===== config.mk =====
export PLATFORM = sky130hd
export DESIGN_NAME = alu_sequencer_flat
export DESIGN_NICKNAME = d
export VERILOG_FILES = /design/src/rtl/alu_sequencer_if.sv /design/src/rtl/alu_sequencer.sv /design/src/flat_wrapper.sv
export SDC_FILE = /design/constraint.sdc
export NUM_CORES = 1
export LEC_CHECK = 0
export CAP_MARGIN = 20
export CORE_UTILIZATION = 50
export DETAILED_ROUTE_END_ITERATION = 12
export GPL_TIMING_DRIVEN = 0
export PLACE_DENSITY = 0.77
export SLEW_MARGIN = 25
export SYNTH_ARGS = -nofsm -noshare
export SYNTH_HDL_FRONTEND = slang
export SYNTH_SLANG_ARGS = --single-unit

===== constraint.sdc =====
create_clock -name clk -period 4.6 [get_ports clk]
set_clock_uncertainty 0.15 [all_clocks]
set_input_delay 0.92 -clock clk [delete_from_list [all_inputs] [get_ports clk]]
set_output_delay 0.92 -clock clk [all_outputs]
set_load 0.005 [all_outputs]

===== src/rtl/alu_sequencer_if.sv =====
// alu_sequencer_if: instruction fetch, data memory and ALU control bundle
interface alu_sequencer_if #(parameter int AW = 15);
    logic          imem_req;
    logic [AW-1:0] imem_addr;
    logic          imem_ack;
    logic [17:0]   imem_data;
    logic          dmem_req;
    logic          dmem_we;
    logic [AW-1:0] dmem_addr;
    logic [17:0]   dmem_wdata;
    logic          dmem_ack;
    logic [17:0]   dmem_rdata;
    logic          alu_en;
    logic [2:0]    alu_sig;
    logic [17:0]   alu_ina;
    logic [17:0]   alu_inb;
    logic [17:0]   alu_out;
    modport master (
        output imem_req, imem_addr, dmem_req, dmem_we, dmem_addr, dmem_wdata,
               alu_en, alu_sig, alu_ina, alu_inb,
        input  imem_ack, imem_data, dmem_ack, dmem_rdata, alu_out
    );
    modport slave (
        input  imem_req, imem_addr, dmem_req, dmem_we, dmem_addr, dmem_wdata,
               alu_en, alu_sig, alu_ina, alu_inb,
        output imem_ack, imem_data, dmem_ack, dmem_rdata, alu_out
    );
endinterface


===== src/rtl/alu_sequencer.sv =====
// alu_sequencer: multi-cycle fetch/decode/mem/exec control with accumulator, pc and return stack
module alu_sequencer #(
    parameter int AW    = 15,
    parameter int DEPTH = 8
) (
    input  logic                 clk,
    input  logic                 rst,
    input  logic                 start,
    alu_sequencer_if.master      bus,
    output logic [17:0]          acc,
    output logic [AW-1:0]        pc,
    output logic                 halted,
    output logic                 err
);
    typedef enum logic [2:0] {IDLE, FETCH, DECODE, MEM, EXEC, HALT} state_t;
    localparam int PW = $clog2(DEPTH) + 1;
    state_t        state;
    logic [17:0]   ir, opnd, wdata;
    logic [AW-1:0] stk [DEPTH];
    logic [PW-1:0] sp;
    logic [PW-2:0] top;
    logic [2:0]    op;
    logic [AW-1:0] tgt, tos;
    logic          full, empty, exec, we;
    assign op    = ir[17:15];
    assign tgt   = ir[AW-1:0];
    assign full  = sp == PW'(DEPTH);
    assign empty = sp == '0;
    assign top   = sp[PW-2:0] - 1'b1;
    assign tos   = empty ? '0 : stk[top];
    assign exec  = state == EXEC;
    assign we    = state == MEM && op == 3'd2;
    assign halted = state == HALT;
    assign bus.imem_req   = state == FETCH;
    assign bus.imem_addr  = state == FETCH ? pc : '0;
    assign bus.dmem_req   = state == MEM;
    assign bus.dmem_we    = we;
    assign bus.dmem_addr  = state == MEM ? tgt : '0;
    assign bus.dmem_wdata = we ? wdata : '0;
    assign bus.alu_en     = exec;
    assign bus.alu_sig    = exec ? op : '0;
    // ALU operand routing: only EXEC presents non-zero values
    assign bus.alu_ina = !exec ? '0 : (op == 3'd0 || op == 3'd2) ? acc : op == 3'd1 ? opnd : '0;
    assign bus.alu_inb = !exec ? '0 : op == 3'd0 ? opnd : op == 3'd3 ? 18'(tgt) : op == 3'd4 ? 18'(tos) : '0;
    always_ff @(posedge clk) begin
        if (rst) begin
            state <= IDLE;
            pc    <= '0;
            acc   <= '0;
            sp    <= '0;
            err   <= 1'b0;
            ir    <= '0;
            opnd  <= '0;
            wdata <= '0;
        end else begin
            case (state)
                IDLE: if (start) state <= FETCH;
                FETCH: if (bus.imem_ack) begin
                    ir    <= bus.imem_data;
                    state <= DECODE;
                end
                DECODE: if (op > 3'd4) begin
                    err   <= 1'b1;
                    state <= HALT;
                end else state <= op < 3'd2 ? MEM : EXEC;
                MEM: if (bus.dmem_ack) begin
                    if (we) begin
                        pc    <= pc + 1'b1;
                        state <= FETCH;
                    end else begin
                        opnd  <= bus.dmem_rdata;
                        state <= EXEC;
                    end
                end
                EXEC: begin
                    state <= FETCH;
                    case (op)
                        3'd0, 3'd1: begin
                            acc <= bus.alu_out;
                            pc  <= pc + 1'b1;
                        end
                        3'd2: begin
                            wdata <= bus.alu_out;
                            state <= MEM;
                        end
                        3'd3: if (full) begin
                            err   <= 1'b1;
                            state <= HALT;
                        end else begin
                            stk[sp[PW-2:0]] <= pc + 1'b1;
                            sp <= sp + 1'b1;
                            pc <= bus.alu_out[AW-1:0];
                        end
                        default: if (empty) begin
                            err   <= 1'b1;
                            state <= HALT;
                        end else begin
                            sp <= sp - 1'b1;
                            pc <= bus.alu_out[AW-1:0];
                        end
                    endcase
                end
                default: ;
            endcase
        end
    end
endmodule


===== src/flat_wrapper.sv =====
// flat-port wrapper written by rule: the top's interface ports become plain ports
module alu_sequencer_flat 
#(
    parameter int AW    = 15,
    parameter int DEPTH = 8
)
  (clk, rst, start, acc, pc, halted, err, bus_imem_req, bus_imem_addr, bus_dmem_req, bus_dmem_we, bus_dmem_addr, bus_dmem_wdata, bus_alu_en, bus_alu_sig, bus_alu_ina, bus_alu_inb, bus_imem_ack, bus_imem_data, bus_dmem_ack, bus_dmem_rdata, bus_alu_out);
  alu_sequencer_if #(.AW(AW)) bus_i ();
  input  logic clk;
  input  logic rst;
  input  logic start;
  output logic [17:0] acc;
  output logic [AW-1:0] pc;
  output logic halted;
  output logic err;
  output wire logic [$bits(bus_i.imem_req)-1:0] bus_imem_req;
  output wire logic [$bits(bus_i.imem_addr)-1:0] bus_imem_addr;
  output wire logic [$bits(bus_i.dmem_req)-1:0] bus_dmem_req;
  output wire logic [$bits(bus_i.dmem_we)-1:0] bus_dmem_we;
  output wire logic [$bits(bus_i.dmem_addr)-1:0] bus_dmem_addr;
  output wire logic [$bits(bus_i.dmem_wdata)-1:0] bus_dmem_wdata;
  output wire logic [$bits(bus_i.alu_en)-1:0] bus_alu_en;
  output wire logic [$bits(bus_i.alu_sig)-1:0] bus_alu_sig;
  output wire logic [$bits(bus_i.alu_ina)-1:0] bus_alu_ina;
  output wire logic [$bits(bus_i.alu_inb)-1:0] bus_alu_inb;
  input wire logic [$bits(bus_i.imem_ack)-1:0] bus_imem_ack;
  input wire logic [$bits(bus_i.imem_data)-1:0] bus_imem_data;
  input wire logic [$bits(bus_i.dmem_ack)-1:0] bus_dmem_ack;
  input wire logic [$bits(bus_i.dmem_rdata)-1:0] bus_dmem_rdata;
  input wire logic [$bits(bus_i.alu_out)-1:0] bus_alu_out;
  assign bus_imem_req = bus_i.imem_req;
  assign bus_imem_addr = bus_i.imem_addr;
  assign bus_dmem_req = bus_i.dmem_req;
  assign bus_dmem_we = bus_i.dmem_we;
  assign bus_dmem_addr = bus_i.dmem_addr;
  assign bus_dmem_wdata = bus_i.dmem_wdata;
  assign bus_alu_en = bus_i.alu_en;
  assign bus_alu_sig = bus_i.alu_sig;
  assign bus_alu_ina = bus_i.alu_ina;
  assign bus_alu_inb = bus_i.alu_inb;
  assign bus_i.imem_ack = bus_imem_ack;
  assign bus_i.imem_data = bus_imem_data;
  assign bus_i.dmem_ack = bus_dmem_ack;
  assign bus_i.dmem_rdata = bus_dmem_rdata;
  assign bus_i.alu_out = bus_alu_out;
  alu_sequencer #(.AW(AW), .DEPTH(DEPTH)) u_core (.clk(clk), .rst(rst), .start(start), .bus(bus_i), .acc(acc), .pc(pc), .halted(halted), .err(err));
endmodule

==> results.py <==
metrics = {
    "cts": {
        "h-tree-depth": 1,
        "cts_setup_buffers": 0,
        "cts_root_buffer": "clkbuf_16",
        "worstSkewPairLatency_ns": 0.50,
        "clk_path_buf_depth": 3,
        "cts_made_buffers": 22,
        "cts_tree": "done",
        "clk_pin_slew_ns": 0.07,
        "cts_sinks": 215,
    },
    "critical_path": {
        "max_stage_delay_ns": 0.52,
        "crit_family": "buffers and inverters",
        "reg2reg_to": "u_core.stk[6][4]",
        "startpoint_type": "register",
        "crit_fanout": 10,
        "critical_path_buf_inv_count": 3,
        "arrival_ns": 3.41,
        "cp.required_ns": 3.53,
        "ff2ff_setup_slack_ns": 1.55,
        "reg2regPathDepth": 5,
        "worst_setup_path_end_kind": "primary output",
        "critical_path_class": "register to primary output",
        "r2r-start": "u_core.sp[2]",
        "worstPathCellList": "inv_1, ha_2, clkbuf_4, mux4_2, mux2_2, a222oi_1, nor2_1, clkdlybuf4s50_1",
        "cpMaxStageDelayCell": "dfxtp_1",
    },
    "route": {
        "num_vias": 8069,
        "postRouteAntennaNets": 0,
        "drt_iter0_drc": 862,
        "highest-signal-layer": "met4",
        "firstDrtPassIters": 7,
        "routedWlPerCell_um": 21.9,
        "drc": 0,
        "drt-total-wl_um": 29500,
        "drt-met1-wl_um": 12000,
        "wl_met3_um": 2730,
        "wl_met2_um": 13900,
        "vias_per_cell": 6.00,
    },
    "timing": {
        "finalSetupViolCount": 0,
        "period_minus_slack_ns": 4.48,
        "drv_slew": 0,
        "hold_viol": 0,
        "rsz0062_at_grt": "no",
        "tns_ns": 0,
        "fmaxAchievable_mhz": 223,
        "tightest_slew_ns": 0.932,
        "relSlewSlack_pct": 37.7,
        "fin_crit_sh_pct": 97.3,
        "worst_slack_ns": 0.122,
    },
    "pwr": {
        "peakVddDrop_mv": 0.230,
        "leakagePower_uw": 0.00413,
        "power_density_nw_per_um2": 312,
    },
    "yosys": {
        "ys_types": 55,
        "yosys.area.top_type_share_pct": 37.6,
        "avgSynthCellArea_um2": 10.9,
        "ys_ff_latch": 215,
        "synth.area.top_cells": "edfxtp_1 38%, dfxtp_1 20%, mux4_2 7.1%",
        "syn-num-nets": 945,
        "netlist_instances": 880,
        "synth_largest_area_cell": "edfxtp_1",
        "async_flop_share_pct": 0,
        "synth_edf_count": 120,
        "yosys_warnings": 0,
        "synth_area_um2": 9580,
        "ys.flop_type": "edfxtp_1",
        "synth_seq_area_share_pct": 57.5,
    },
    "run": {
        "max_cap_viol_count": 0,
    },
    "final_layout": {
        "fin_util_pct": 67.0,
        "diodes": 0,
        "fillCellCount": 1410,
        "layoutNonFillerInstCount": 1345,
        "drive_above_1_share_pct": 10.4,
        "syn2layout_area_growth_pct": 31.2,
        "fin_nets": 1160,
        "final_common_cell": "clkdlybuf4s50_1",
        "mostFrequentLayoutCells": "183 x clkdlybuf4s50_1, 166 x nand2_1, 120 x edfxtp_1, 94 x dfxtp_1, 88 x a21oi_1",
        "seqCellArea_um2": 5510,
        "multi_input_area_um2": 3840,
    },
    "placed_design": {
        "dp_slack_ns": -0.766,
        "dp_hpwl_um": 21500,
        "place_inst": 1306,
        "gp_congestion": 0.966,
        "portBuffers": 184,
    },
    "floorplan": {
        "io_pins": 185,
        "die-area_um2": 19700,
        "initial_core_util_pct": 51.1,
        "rows": 50,
        "core_area_um2": 18800,
        "die_width_um": 140,
        "die_h_um": 140,
    },
    "grt": {
        "grt_usage_pct": 30.0,
        "grt_pass1_vias": 7696,
        "grt_max_degree": 16,
        "grt_first_pass_wirelength_um": 44400,
        "grt_overflow": 0,
        "antenna_found_initial": 0,
    },
    "hold_path": {
        "hold_path_end": "u_core.err",
        "hp-class": "register to register",
        "whs_path_depth": 2,
        "hp-start": "u_core.err",
    },
    "status": {
        "status": "complete, no violations",
    },
}
-- worst reg2reg max path, delay by kind of cell (launching register included) --
kind | cells | cell delay (ns)
buffers and inverters | 1 | 0.51
flip-flops | 1 | 0.36
AND/OR/NAND/NOR | 4 | 1.64
-- Yosys cell counts (2+ instances only) --
master    instances
o32ai_1           2
xnor2_1          10
edfxtp_1        120
xor2_1            7
dfxtp_1          95
mux4_2           30
nand3b_1          2
ha_1              5
nand2_1         166
clkbuf_1         54
a222oi_1         15
a21oi_1          88
nor2b_1           5
a22oi_1          18
a31oi_1           2
nor4_1            9
mux2_2           17
a41o_1            2
o21ai_0          12
nor3b_1           2
or3_1             4
and3_1           26
nor3_1           12
and2_1           36
inv_1            11
o41ai_1           2
a21o_1            4
nand2b_1          4
nand3_1          15
mux2i_1           3
a31o_2            2
nor2_1           71
or4_1             3
buf_2             5
-- how the worst max path moves through the flow --
| stage | from | endpoint | slack [ns] | cells after the start |
|---|---|---|---|---|
| detailed placement | u_core.sp[0] | bus_alu_inb[7] | -0.77 | 10 |
| CTS | u_core.sp[0] | bus_alu_inb[2] | 0.04 | 9 |
| finish | u_core.sp[1] | bus_alu_inb[7] | 0.12 | 8 |
| global placement | u_core.sp[0] | bus_alu_inb[7] | -0.75 | 10 |
| global route | u_core.sp[0] | bus_alu_inb[9] | 0.02 | 9 |
| floorplan | u_core.sp[0] | bus_alu_inb[5] | 0.61 | 9 |
-- cell families (layout without fill, tap and decap cells) --
family	count (synthesis)	count (layout)	synth area share, %
compound gates	157	157	10.4
fa+ha+maj	6	6	0.862
mux	50	50	9.36
buf+inv	73	304	3.04
simple gates	362	362	17.4
flops	215	215	57.5
xor+xnor	17	17	1.55
-- flip-flops by register name, summed over array words and instances (netlist names) --
signal        flops
u_core.acc       18
u_core.err        1
u_core.ir        18
u_core.opnd      18
u_core.pc        15
u_core.sp         4
u_core.state      3
u_core.stk      120
u_core.wdata     18
-- cell type report --
| cell class | instances | area share [%] |
|---|---|---|
| timing repair buffer | 192 | 15.3 |
| sequential | 215 | 43.8 |
| clock buffer | 29 | 4.76 |
| inverter | 11 | 0.328 |
| tap | 234 | 2.33 |
| buffer | 61 | 2.23 |
| multi-input combinational | 592 | 30.6 |
| clock inverter | 11 | 0.657 |
-- what timing repair did --
item	in CTS	in global routing
hold buffers	0	0
endpoints found under the hold margin	0	0
setup endpoints to repair	15	13
gates resized for setup	14	12
pin swaps	0	2
-- power breakdown --
group          internal, uW  switching [uW]
clock                   972             718
sequential             2020            12.8
combinational          79.6             125
-- through the flow --
step / total power [uW] / hold slack, ns / instance area, um^2
detailed placement: 2270 / 0.290 / 11800
global placement: 2270 / 0.285 / 11700
finish: 3930 / 0.300 / 12600
floorplan: 2160 / 0.282 / 9580
global route: 4030 / 0.320 / 12600
CTS: 3930 / 0.301 / 12500
-- layer usage --
metal | vias up | track usage (%)
li1 | 3625 | -
met3 | 50 | 4.41
met2 | 477 | 48.2
met5 | - | 0
met1 | 3917 | 41.8
met4 | 0 | 10.1
(Power assumes the default switching activity.)
==> RTL edit 1: new RTL, same flow settings <==
The 6 states of `state_t` get a one-hot encoding in 6 bits.
--- a/src/rtl/alu_sequencer.sv
+++ b/src/rtl/alu_sequencer.sv
@@ -12,7 +12,7 @@
     output logic                 halted,
     output logic                 err
 );
-    typedef enum logic [2:0] {IDLE, FETCH, DECODE, MEM, EXEC, HALT} state_t;
+    typedef enum logic [5:0] {IDLE = 6'b000001, FETCH = 6'b000010, DECODE = 6'b000100, MEM = 6'b001000, EXEC = 6'b010000, HALT = 6'b100000} state_t;
     localparam int PW = $clog2(DEPTH) + 1;
     state_t        state;
     logic [17:0]   ir, opnd, wdata;
Function: same outputs for any inputs over 4 cycles, from zero or initial values and one cycle with rst high; so few cycles prove little.
==> RTL edit 1 against the unedited design <==
The run now ends with setup timing left; wire length up 3.3%; synthesized area up 3.0%; sequential cell count up 3; power up 10%; setup slack worse by 130 ps; critical path depth up 2; via count up 2.4%; sequential power up 3%; non-clock buffer count up 8; design area up 4.0%; first-iteration DRC count up 15%; critical path type unchanged.
==> RTL edit 1: results (changes against the unedited design) <==
place:
  placed_cells: 1352  # +3.5%
  hpwlAfterDp_um: 21810  # +1.6%
detailed_routing:
  wl_um: 30450  # +3.3%
  dr.pass1.iters: 8  # +1
  vias: 8262  # +2.4%
  drt_iter0_drc: 992  # +15%
synthesis:
  synth_common_cells: "nand2_1 (162), edfxtp_1 (120), dfxtp_1 (98)"
  synthDistinctLibCells: 58  # +5.5%
  synthTopCellsByArea: "edfxtp_1 (37%), dfxtp_1 (20%), mux4_2 (6.8%)"
  synthCells: 892  # +1.4%
  syn-num-nets: 956  # +1.2%
  yosysSeqAreaShare_pct: 56.41  # -1.0 points
power:
  ir_drop_v: 0.0002306  # +0.13%
  p_leak_nw: 4.264  # +3.3%
  p_sw_mw: 0.9979  # +17%
critical_path:
  cp.arrival_ps: 3540  # +130 ps
  cp_slowest_cell: "clkdlybuf4s50_1"
cells_and_area:
  final_nets: 1176  # +1.4%
  drive_gt1_share_pct: 13.29  # +2.9 points
global_route:
  grt_pass1_wl_um: 44620  # +0.39%
  grt_pass1_vias: 7720  # +0.31%
status:
  status: "finished with violations"
  violations: "setup timing"
timing:
  finalSetupViolCount: 1  # +1
  finalWorstSetupSlack_ps: -6.323  # -128.4 ps
clock_tree:
  cts_buffers: 23  # +4.5%
floorplan:
  initial_core_util_pct: 50.86  # -0.20 points
-- RTL edit 1: changes by cell type in the layout (fill, tap and decap cells not counted), sizes merged, moves of 6 or more --
cell | before | now
buf | 19 | 32
nand3 | 15 | 6
a21oi | 88 | 94
and3 | 26 | 12
nor2 | 71 | 53
and2 | 36 | 56
a21o | 4 | 10
nand2b | 4 | 11
nand3b | 2 | 9
xnor2 | 10 | 16
-- RTL edit 1: final cells by class --
cell class,count,area [µm²],share of cell area (%)
antenna,1,2.502,0.01913
timing repair buffer,196,1958,14.97
clock buffer,31,651.9,4.984
inverter,10,37.54,0.2870
clock inverter,11,127.6,0.9757
sequential,218,5567,42.56
tap,265,331.6,2.535
buffer,65,347.8,2.659
multi-input combinational,598,4056,31.01
-- RTL edit 1: worst max-delay path, delay by kind of cell (launching register included) --
family	cells	cell delay [ps]
buf+inv	5	1130
mux	2	630
compound gates	1	460
flops	1	360
fa+ha+maj	1	310
simple gates	1	110
-- RTL edit 1: what timing repair did --
item / 4_1_cts / 5_1_grt
gates resized for setup: 21 / 7
setup endpoints to repair: 15 / 15
buffers inserted: 1 / 0
hold buffers: 0 / 0
pin swaps: 1 / 2
-- RTL edit 1: routing by layer --
metal,track usage [%],wire length (µm),vias to the layer above
met5,0,0,-
met4,11.38,1162,0
met3,4.408,2572,77
met2,47.45,14400,463
met1,40.89,12310,4029
li1,-,-,3693
-- RTL edit 1: worst paths after layout --
check,from,end,slack (ps),cells past startpoint
max,u_core.sp[0]$_SDFFE_PP0P_,bus_alu_inb[5],-6,10
min,u_core.wdata[8]$_SDFFE_PP0P_,u_core.wdata[8]$_SDFFE_PP0P_,300,2
max reg2reg,u_core.state[4]$_SDFFE_PP0P_,u_core.stk[2][11]$_DFFE_PP_,940,8
min reg2reg,u_core.wdata[8]$_SDFFE_PP0P_,u_core.wdata[8]$_SDFFE_PP0P_,300,2
-- RTL edit 1: cell families after synthesis --
kind of cell	share of synthesized area [%]
multiplexers	8.979
buffers and inverters	3.348
adder cells (fa/ha/maj)	0.6341
XOR/XNOR	1.775
flip-flops	56.41
AND/OR/NAND/NOR	17.41
AO/OA/AOI/OAI	11.44
-- RTL edit 1: metrics by stage --
stage                     total power [mW]  TNS [ps]  worst slack [ps]  utilization, %
final                                4.320    -6.323            -6.323           67.43
after floorplan                      2.313         0             987.0               -
after global routing                 4.434    -83.54            -83.54           67.41
after detailed placement             2.463     -4114            -409.6           62.76
after CTS                            4.323         0             4.710           67.26
after global placement               2.462    -12130            -385.4           62.01
-- RTL edit 1: power groups by stage --
stage	combinational (mW)	sequential, mW	clock, mW
final	0.340	2.09	1.89
after floorplan	0.190	2.12	0
after global routing	0.363	2.10	1.98
after global placement	0.328	2.13	0
after CTS	0.333	2.09	1.90
after detailed placement	0.330	2.13	0
==> RTL edit 2: new RTL, config.mk and constraints unchanged <==
Made on the original files. `DEPTH` is set to 8 in 2 places; all go to 16.
--- a/src/rtl/alu_sequencer.sv
+++ b/src/rtl/alu_sequencer.sv
@@ -1,7 +1,7 @@
 // alu_sequencer: multi-cycle fetch/decode/mem/exec control with accumulator, pc and return stack
 module alu_sequencer #(
     parameter int AW    = 15,
-    parameter int DEPTH = 8
+    parameter int DEPTH = 16
 ) (
     input  logic                 clk,
     input  logic                 rst,
--- a/src/flat_wrapper.sv
+++ b/src/flat_wrapper.sv
@@ -2,7 +2,7 @@
 module alu_sequencer_flat 
 #(
     parameter int AW    = 15,
-    parameter int DEPTH = 8
+    parameter int DEPTH = 16
 )
   (clk, rst, start, acc, pc, halted, err, bus_imem_req, bus_imem_addr, bus_dmem_req, bus_dmem_we, bus_dmem_addr, bus_dmem_wdata, bus_alu_en, bus_alu_sig, bus_alu_ina, bus_alu_inb, bus_imem_ack, bus_imem_data, bus_dmem_ack, bus_dmem_rdata, bus_alu_out);
   alu_sequencer_if #(.AW(AW)) bus_i ();
Function: same outputs for any inputs over 4 cycles, from zero or initial values and one cycle with rst high; that may be too few to reach the edited logic, so the function may still have changed.
==> RTL edit 2 against the unedited design <==
Wire length up 42%; sequential cell count increased by 121; cell count grew 31%; die area is 53% higher; design area increased by 47%; power increased by 63%; setup slack got worse by 15 ps; synthesized area is 54% higher; largest cell class unchanged; highest routed layer unchanged.
==> RTL edit 2: results (changes against the unedited design) <==
clock_tree:
  cts_max_level: 2  # +1
  clk_pin_slew_ps: 60
  cts_buffers: 36  # +64%
  clk-insertion-delay-late_ps: 530  # +30 ps
global_route:
  grtUsageTotal_pct: 27.76  # -2.2 points
  grt_max_degree: 18  # +2
  grt_pass1_vias: 10310  # +34%
  grt_pass1_wl_um: 62710  # +41%
cells_and_area:
  fill_cells: 2125  # +51%
  drive_gt1_share_pct: 18.70  # +8.3 points
  antenna_cells: 0  # unchanged
  final_nets: 1425  # +23%
  largest_reg_flops: 240  # +100%
power:
  p_leak_nw: 6.622  # +60%
  ir_drop_v: 0.0002848  # +24%
  p_sw_mw: 1.414  # +65%
synthesis:
  yosysSeqAreaShare_pct: 62.06  # +4.6 points
  synth-warning-count: 0  # unchanged
  synthDistinctLibCells: 73  # +33%
  synth_common_cells: "edfxtp_1 (240), nand2_1 (199), dfxtp_1 (96)"
  synthCells: 1123  # +28%
  synthTopCellsByArea: "edfxtp_1 (49%), dfxtp_1 (13%), mux4_2 (9.2%)"
  synth-edff-count: 240  # +100%
  syn-num-nets: 1192  # +26%
critical_path:
  cp.arrival_ps: 3420  # about the same
  cp_slowest_cell: "clkdlybuf4s50_1"
  cp_slowest_stage_delay_ps: 480  # -40 ps
  path_delay_family: "buffers and inverters"
  worstPathMaxFanout: 10  # unchanged
  r2r-start: "u_core.sp[0]$_SDFFE_PP0P_"
status:
  status: "completed"
place:
  hpwlAfterDp_um: 29340  # +37%
  portBuffers: 183  # -0.54%
  placed_cells: 1702  # +30%
  gp_congestion: 0.9335  # -3.4%
detailed_routing:
  vias: 10720  # +33%
  viasPerCell: 6.074  # +1.3%
  drt_iter0_drc: 1054  # +22%
worst_hold_path:
  hp-start: "u_core.wdata[11]$_SDFFE_PP0P_"
[RTL edit 2: cell count changes after synthesis, moves of 12 or more]
cell,before,now
o211ai_1,0,15
and2_1,36,17
a22oi_1,18,36
edfxtp_1,120,240
nor2_1,71,58
clkbuf_1,54,39
buf_2,5,27
mux4_2,30,60
a222oi_1,15,0
nand2_1,166,199
and3_1,26,38
[RTL edit 2: worst min-delay path: cells and delay by family, from the launching register on]
family | cells | cell delay (ps)
AND/OR/NAND/NOR | 1 | 50
flip-flops | 1 | 300
AO/OA/AOI/OAI | 1 | 50
[RTL edit 2: cell families (layout without fill, tap and decap cells)]
logic type	count (synthesis)	in the layout	share of synthesized area, %
buf+inv	91	348	3.020
simple gates	374	374	11.99
xor+xnor	18	18	1.072
compound gates	201	201	9.281
mux	93	93	11.67
flops	336	336	62.06
fa+ha+maj	10	10	0.9017
[RTL edit 2: cell type report]
| cell class | instances | area share [%] |
|---|---|---|
| sequential | 336 | 49.33 |
| multi-input combinational | 696 | 28.57 |
| timing repair buffer | 195 | 10.46 |
| clock buffer | 46 | 5.298 |
| buffer | 80 | 2.636 |
| tap | 384 | 2.595 |
| clock inverter | 16 | 0.8853 |
| inverter | 11 | 0.2298 |
[RTL edit 2: worst paths after layout]
| path | to | slack (ps) | depth (start not counted) |
|---|---|---|---|
| worst max-delay path | bus_alu_inb[13] | 110 | 10 |
| worst min-delay path | u_core.wdata[11]$_SDFFE_PP0P_ | 300 | 2 |
| worst max register to register | u_core.stk[15][6]$_DFFE_PP_ | 1360 | 9 |
| worst min register to register | u_core.wdata[11]$_SDFFE_PP0P_ | 300 | 2 |
[RTL edit 2: per-layer routing]
metal,up-vias,global-route usage [%],part of all wire [%]
met4,0,11.69,4.2
met3,96,4.035,8.0
met2,545,44.46,48
met1,5394,38.13,40
met5,-,0,0
li1,4680,-,-
[RTL edit 2: stage by stage]
stage / worst slack (ps) / setup TNS [ps] / cell area (µm²)
floorplan: 1020 / 0 / 14710
global placement: -318.4 / -20210 / 17020
detailed placement: -463.2 / -4934 / 17270
CTS: 58.87 / 0 / 18490
global route: 24.24 / 0 / 18510
finish: 106.6 / 0 / 18510
[RTL edit 2: what timing repair did]
action                     in CTS  in global routing
gates cloned                    0                  0
setup endpoints to repair      15                  9
resized for setup              26                  5
hold buffers                    0                  0
[RTL edit 2: power by group through the flow]
| stage | Sequential [mW] | Combinational, mW | Clock (mW) |
|---|---|---|---|
| finish | 3.25 | 0.328 | 2.82 |
| global route | 3.25 | 0.353 | 2.93 |
| CTS | 3.25 | 0.320 | 2.82 |
| detailed placement | 3.31 | 0.318 | 0 |
| global placement | 3.31 | 0.313 | 0 |
| floorplan | 3.31 | 0.172 | 0 |
